File: src/rtl/universal_shift_register.sv
// universal_shift_register: WIDTH-bit register with hold, shift left, shift right and parallel load
module universal_shift_register #(
    parameter int WIDTH  = 4,
    parameter int ROTATE = 0
) (
    input  logic             clk,
    input  logic             reset,
    input  logic [1:0]       sel,
    input  logic [WIDTH-1:0] data_in,
    output logic [WIDTH-1:0] q
);
    logic [WIDTH-1:0] q_q, q_d;
    logic             fill_l, fill_r;
    always_comb begin
        fill_l = (ROTATE != 0) ? q_q[WIDTH-1] : 1'b0;
        fill_r = (ROTATE != 0) ? q_q[0] : 1'b0;
        case (sel)
            2'b01:   q_d = {q_q[WIDTH-2:0], fill_l};
            2'b10:   q_d = {fill_r, q_q[WIDTH-1:1]};
            2'b11:   q_d = data_in;
            default: q_d = q_q;
        endcase
    end
    always_ff @(posedge clk) begin
        if (!reset) q_q <= '0;
        else        q_q <= q_d;
    end
    assign q = q_q;
endmodule

File: config.mk
export PLATFORM = sky130hd
export DESIGN_NAME = universal_shift_register
export DESIGN_NICKNAME = d
export VERILOG_FILES = /design/src/rtl/universal_shift_register.sv
export SDC_FILE = /design/constraint.sdc
export NUM_CORES = 1
export LEC_CHECK = 0
export ABC_CLOCK_PERIOD_IN_PS = 2160
export BUFFER_PORTS_ARGS = -buffer_cell sky130_fd_sc_hd__buf_2
export CAP_MARGIN = 30
export CORE_AREA = 10 10 47 49
export CTS_CLUSTER_DIAMETER = 30
export DETAILED_ROUTE_END_ITERATION = 12
export DIE_AREA = 0 0 57 59
export GPL_TIMING_DRIVEN = 1
export PLACE_DENSITY = 0.33
export REMOVE_ABC_BUFFERS = 1
export SLEW_MARGIN = 20
export SYNTH_ARGS = -nofsm -noshare
export SYNTH_HDL_FRONTEND = slang
export SYNTH_SLANG_ARGS = --single-unit
File: constraint.sdc
create_clock -name clk -period 2.16 [get_ports clk]
set_clock_uncertainty 0.05 [all_clocks]
set_input_delay 0 -clock clk [delete_from_list [all_inputs] [get_ports clk]]
set_output_delay 0 -clock clk [all_outputs]
set_load 0.005 [all_outputs]
======== After elaboration in Yosys (flattened, before gate mapping) ========
Cells that the tools add are included.
storage, ports and cells
  register bits after elaboration ......... 4
  input port bits ......................... 8
  output and inout bits ................... 4
  logic and storage cells ................. 6
operators by class
  equality and inequality tests ........... 3
  multiplexer cells ....................... 1
  reduce and logical (&&, ||, !) cells .... 1
operators with widths
  operator              count
  $pmux W4 S3           1
  $eq A2 B2 Y1 const B  2
  $reduce_bool A3 Y1    1
  $eq A2 B1 Y1 const B  1

======== Depth between registers and ports, before layout ========
  word-level depth ........................ 2
  depth in mapped cells ................... 2
  gate-level depth less buffers ........... 2

======== Worst setup path after synthesis ========
OpenSTA, ideal clock, no wires.
  path kind ............................... reg-to-reg
  start ................................... reg q_q[2], in the netlist q[2]
  end ..................................... reg q_q[1], in the netlist q[1]
  setup time .............................. 0.115 ns
  data arrival time ....................... 0.938 ns
  required time ........................... 1.995 ns
  path slack .............................. 1.057 ns
  stages on the path, launching flop included .. 3
  path buffers ............................ 0
  clock period less this slack ............ 1.103 ns
  cells stage by stage .................... dfxtp_1 > mux4_1 > and2_1
between the ends
  longest elaborated chain between the ends .. 1
ends and longest elaborated chain
  item                    line  source
  start, declared         12    logic [WIDTH-1:0] q_q, q_d;
  start signal, assigned  26    else q_q <= q_d;
  $pmux W4 S3             17    case (sel)
No other way between the ends.
A chain may end at the register's enable or synchronous reset.

==> impl_table.tex <==
\begin{tabular}{lr}
\hline
Metric & Value \\
\hline
\multicolumn{2}{l}{\textbf{Status}} \\
\quad Run status & completed \\
\multicolumn{2}{l}{\textbf{Die}} \\
\quad Placement row count & 14 \\
\quad Num ports & 12 \\
\quad Placeable Area & 0.001401 mm2 \\
\quad Die Wd & $\sim$57 um \\
\quad Die outline area & $\sim$0.0034 mm2 \\
\quad Y dimension of the die & between 50 and 60 um \\
\quad Initial standard-cell utilization of the core & about 15\% \\
\multicolumn{2}{l}{\textbf{Worst setup path}} \\
\quad Endpoint of the most critical setup path & q[2]\$\_SDFFE\_PN0P\_ \\
\quad Crit start category & register \\
\quad Reg2Reg Launch Point & q[2]\$\_SDFFE\_PN0P\_ \\
\quad Worst setup EP type & register \\
\quad Reg-to-reg setup timing slack & about 1 ns \\
\quad Crit-path cells & mux4\_1 -> and2\_1 \\
\quad Data arrival time of the worst path & $\sim$1.2 ns \\
\quad Delay of the slowest critical-path stage & roughly 0.49 ns \\
\quad Crit. path cell count & 2 \\
\quad Worst setup path category & register to register \\
\quad Top cell family by delay on the critical path & multiplexers \\
\quad Length in cells of the worst reg-to-reg path & 2 \\
\quad Launching element of the worst setup path & q[2]\$\_SDFFE\_PN0P\_ \\
\quad Critical-path maximum fanout & 4 \\
\quad Capture point of the worst reg-to-reg path & q[2]\$\_SDFFE\_PN0P\_ \\
\quad CP required & between 2 and 2.5 ns \\
\quad Slowest stage cell on the critical path & sky130\_fd\_sc\_hd\_\_mux4\_1 \\
\quad Critical path buffer and inverter count & 0 \\
\multicolumn{2}{l}{\textbf{Power}} \\
\quad Ratio of total power to cell area & between 600 and 700 mW/mm2 \\
\quad Largest vdd supply drop & roughly 200 uV \\
\quad LEAKAGE & 0.1630 nW \\
\quad Portion of total power attributed to the clock network & 44.7\% \\
\quad Part of the power in combinational logic & 14.9\% \\
\quad Part of the total power dissipated in sequential elements & around 40\% \\
\quad Net switching power figure & $\sim$42 uW \\
\quad Sw Ratio & a little over a fifth \\
\quad Cell internal power dissipation & between 150 and 200 uW \\
\multicolumn{2}{l}{\textbf{Timing}} \\
\quad Part of the cycle the worst path needs & 53.09\% \\
\quad Unrepaired setup endpoints after global routing & no \\
\quad Maximum operating frequency & 0.8721 GHz \\
\quad Final Max Tran Viols & 0 \\
\quad Slack of the critical path & about 1 ns \\
\quad Count of final setup violators & 0 \\
\quad Worst slew pin tran & between 0.1 and 0.15 ns \\
\quad Max-slew headroom at the worst pin & roughly nine tenths \\
\quad Setup TNS & 0 ns \\
\quad Minimum period implied by the final worst setup slack & $\sim$1.1 ns \\
\quad Hold Violations, Final & 0 \\
\multicolumn{2}{l}{\textbf{Finish}} \\
\quad Layout overhead on the synthesized area & 52.12\% \\
\quad Max FFs per register & 4 \\
\quad Layout cells sized above 1 & 53.33\% \\
\quad Total inserted antenna cells & 0 \\
\quad Net total in the final layout & 40 \\
\quad Layout fillers & approximately 170 \\
\multicolumn{2}{l}{\textbf{Yosys}} \\
\quad Synth warn & 0 \\
\quad Flop and latch count out of synthesis & 4 \\
\quad Post-synthesis instance total & 15 \\
\quad Count of different cell masters after synthesis & 10 \\
\quad Seq/Total Area, Yosys & 38.79\% \\
\quad Leading post-synthesis cells by cell area & sky130\_fd\_sc\_hd\_\_dfxtp\_1 (39\%), sky130\_fd\_sc\_hd\_\_mux4\_1 (25\%), sky130\_fd\_sc\_hd\_\_and2\_1 (6.1\%) \\
\quad Library cell with the largest summed area after synthesis & sky130\_fd\_sc\_hd\_\_dfxtp\_1 \\
\quad Synthesized area divided by synthesized cell count & 13.76 um2 \\
\quad Yosys top cell area share & $\sim$39\% \\
\quad Post-synthesis instance area & 206.4 um2 \\
\multicolumn{2}{l}{\textbf{Route}} \\
\quad Number of remaining DRC errors & 0 \\
\quad WL/cell & 13.11 um \\
\quad Total vias in the final route & between 150 and 200 \\
\quad Routed wire length & 603 um \\
\quad Antenna Violating Nets Remaining & 0 \\
\quad Vias per Instance & a little over 4 \\
\quad Detailed-routing iteration count for the pre-antenna-repair pass & 4 \\
\quad Number of design-rule violations left by the first detailed-router iteration & 6 \\
\multicolumn{2}{l}{\textbf{Job}} \\
\quad Maximum Capacitance Violations & 0 \\
\multicolumn{2}{l}{\textbf{Place}} \\
\quad Post-place setup slack & between 1 and 1.5 ns \\
\quad GP Congestion & around 0.64 \\
\quad Number of buffers inserted by port buffering & 11 \\
\multicolumn{2}{l}{\textbf{GRT}} \\
\quad Via count of the first global-routing pass & between 200 and 250 \\
\quad Overall Global Routing Usage & 3.886\% \\
\quad Global-route wire length before repair & about 970 um \\
\quad Pin count of the biggest net entering global routing & 7 \\
\quad Number of antenna violations at the first check in global routing & 0 \\
\quad Total gr overflow & 0 \\
\multicolumn{2}{l}{\textbf{Hold path}} \\
\quad Number of cells on the worst hold path & 3 \\
\quad Worst min-delay path category & input port to register \\
\multicolumn{2}{l}{\textbf{Clocking}} \\
\quad Clock tree from TritonCTS & done \\
\quad Number of buffers on the longest clock path & 2 \\
\quad Insertion delay of the later-clocked pin in the worst-skew pair & 0.23 ns \\
\quad Clock-pin transition on the worst setup and hold timing paths & 0.04 ns \\
\quad H-tree Lvls & 1 \\
\quad Clk root buf & sky130\_fd\_sc\_hd\_\_clkbuf\_4 \\
\quad Clock sinks & 4 \\
\quad Total clock buffers created by CTS & 3 \\
\hline
\end{tabular}
## routing by layer
metal	GRT usage (%)	vias up	wire length, um
met3	2.361	0	41
met2	4.186	11	219
met1	5.095	82	343
li1	-	92	-
met5	0	-	0
met4	3.020	0	0
## per-stage QoR
stage	util [%]	hold slack [ns]	cells	cell area, um2	power (mW)
finish	22.41	0.03372	46	314.1	0.2017
global route	22.41	0.07029	46	314.1	0.2183
CTS	22.41	0.03029	46	314.1	0.2087
detailed placement	20.09	0.2295	42	281.5	0.1121
global placement	20.09	0.2239	42	281.5	0.1119
floorplan	-	0.07171	15	206.4	0.09556
## worst min-delay path: cells and delay by family
family / cells / cell delay [ns]
AO/OA/AOI/OAI: 1 / 0.06
buffers and inverters: 1 / 0.14
AND/OR/NAND/NOR: 1 / 0.06
## power groups by stage
stage               sequential (mW)  combinational [mW]  clock (mW)
CTS                          0.0817              0.0310      0.0959
finish                       0.0815              0.0301      0.0901
global placement             0.0827              0.0291           0
floorplan                    0.0826              0.0130           0
global route                 0.0821              0.0335       0.103
detailed placement           0.0828              0.0292           0
## synth_stat cells
cell type and number:
sky130_fd_sc_hd__a21bo_2 1, sky130_fd_sc_hd__o211a_1 1, sky130_fd_sc_hd__dfxtp_1 4, sky130_fd_sc_hd__nand2_1 1, sky130_fd_sc_hd__and2_1 2, sky130_fd_sc_hd__mux4_1 2
sky130_fd_sc_hd__o21ai_0 1, sky130_fd_sc_hd__nand4bb_1 1, sky130_fd_sc_hd__mux2_2 1, sky130_fd_sc_hd__mux2i_1 1
## cell type report
| class | instances | area (um2) | area share (%) |
|---|---|---|---|
| repair buffers | 12 | 65.06 | 20.72 |
| well taps | 16 | 20.02 | 6.375 |
| multi-input cells | 11 | 126.4 | 40.24 |
| flip-flops and latches | 4 | 80.08 | 25.50 |
| clock buffers | 3 | 22.52 | 7.171 |
## how the worst min path moves through the flow
stage               startpoint           endpoint
floorplan                reset  q[1]$_SDFFE_PN0P_
global placement         reset  q[1]$_SDFFE_PN0P_
detailed placement       reset  q[2]$_SDFFE_PN0P_
CTS                     sel[1]  q[0]$_SDFFE_PN0P_
global route            sel[1]  q[3]$_SDFFE_PN0P_
finish                  sel[1]  q[0]$_SDFFE_PN0P_
## placed cells by master, fill, tap and decap left out, drive strengths merged
master / n
clkbuf: 3
nand2: 1
mux2i: 1
mux4: 2
mux2: 1
a21bo: 1
o21ai: 1
buf: 11
and2: 2
dlygate4sd3: 1
nand4bb: 1
o211a: 1
dfxtp: 4
## cell families after synthesis
family / count (synthesis) / synth area share (%)
and+or+nand+nor: 4 / 13.33
muxes: 4 / 35.76
DFF: 4 / 38.79
AOI/OAI and AO/OA: 3 / 12.12
## what timing repair did
item	4_1_cts	5_1_grt
endpoints found under the hold margin	2	0
resized for setup	0	0
hold buffers	1	0
setup buffers	0	0
Power figures use the tool's default switching activity.
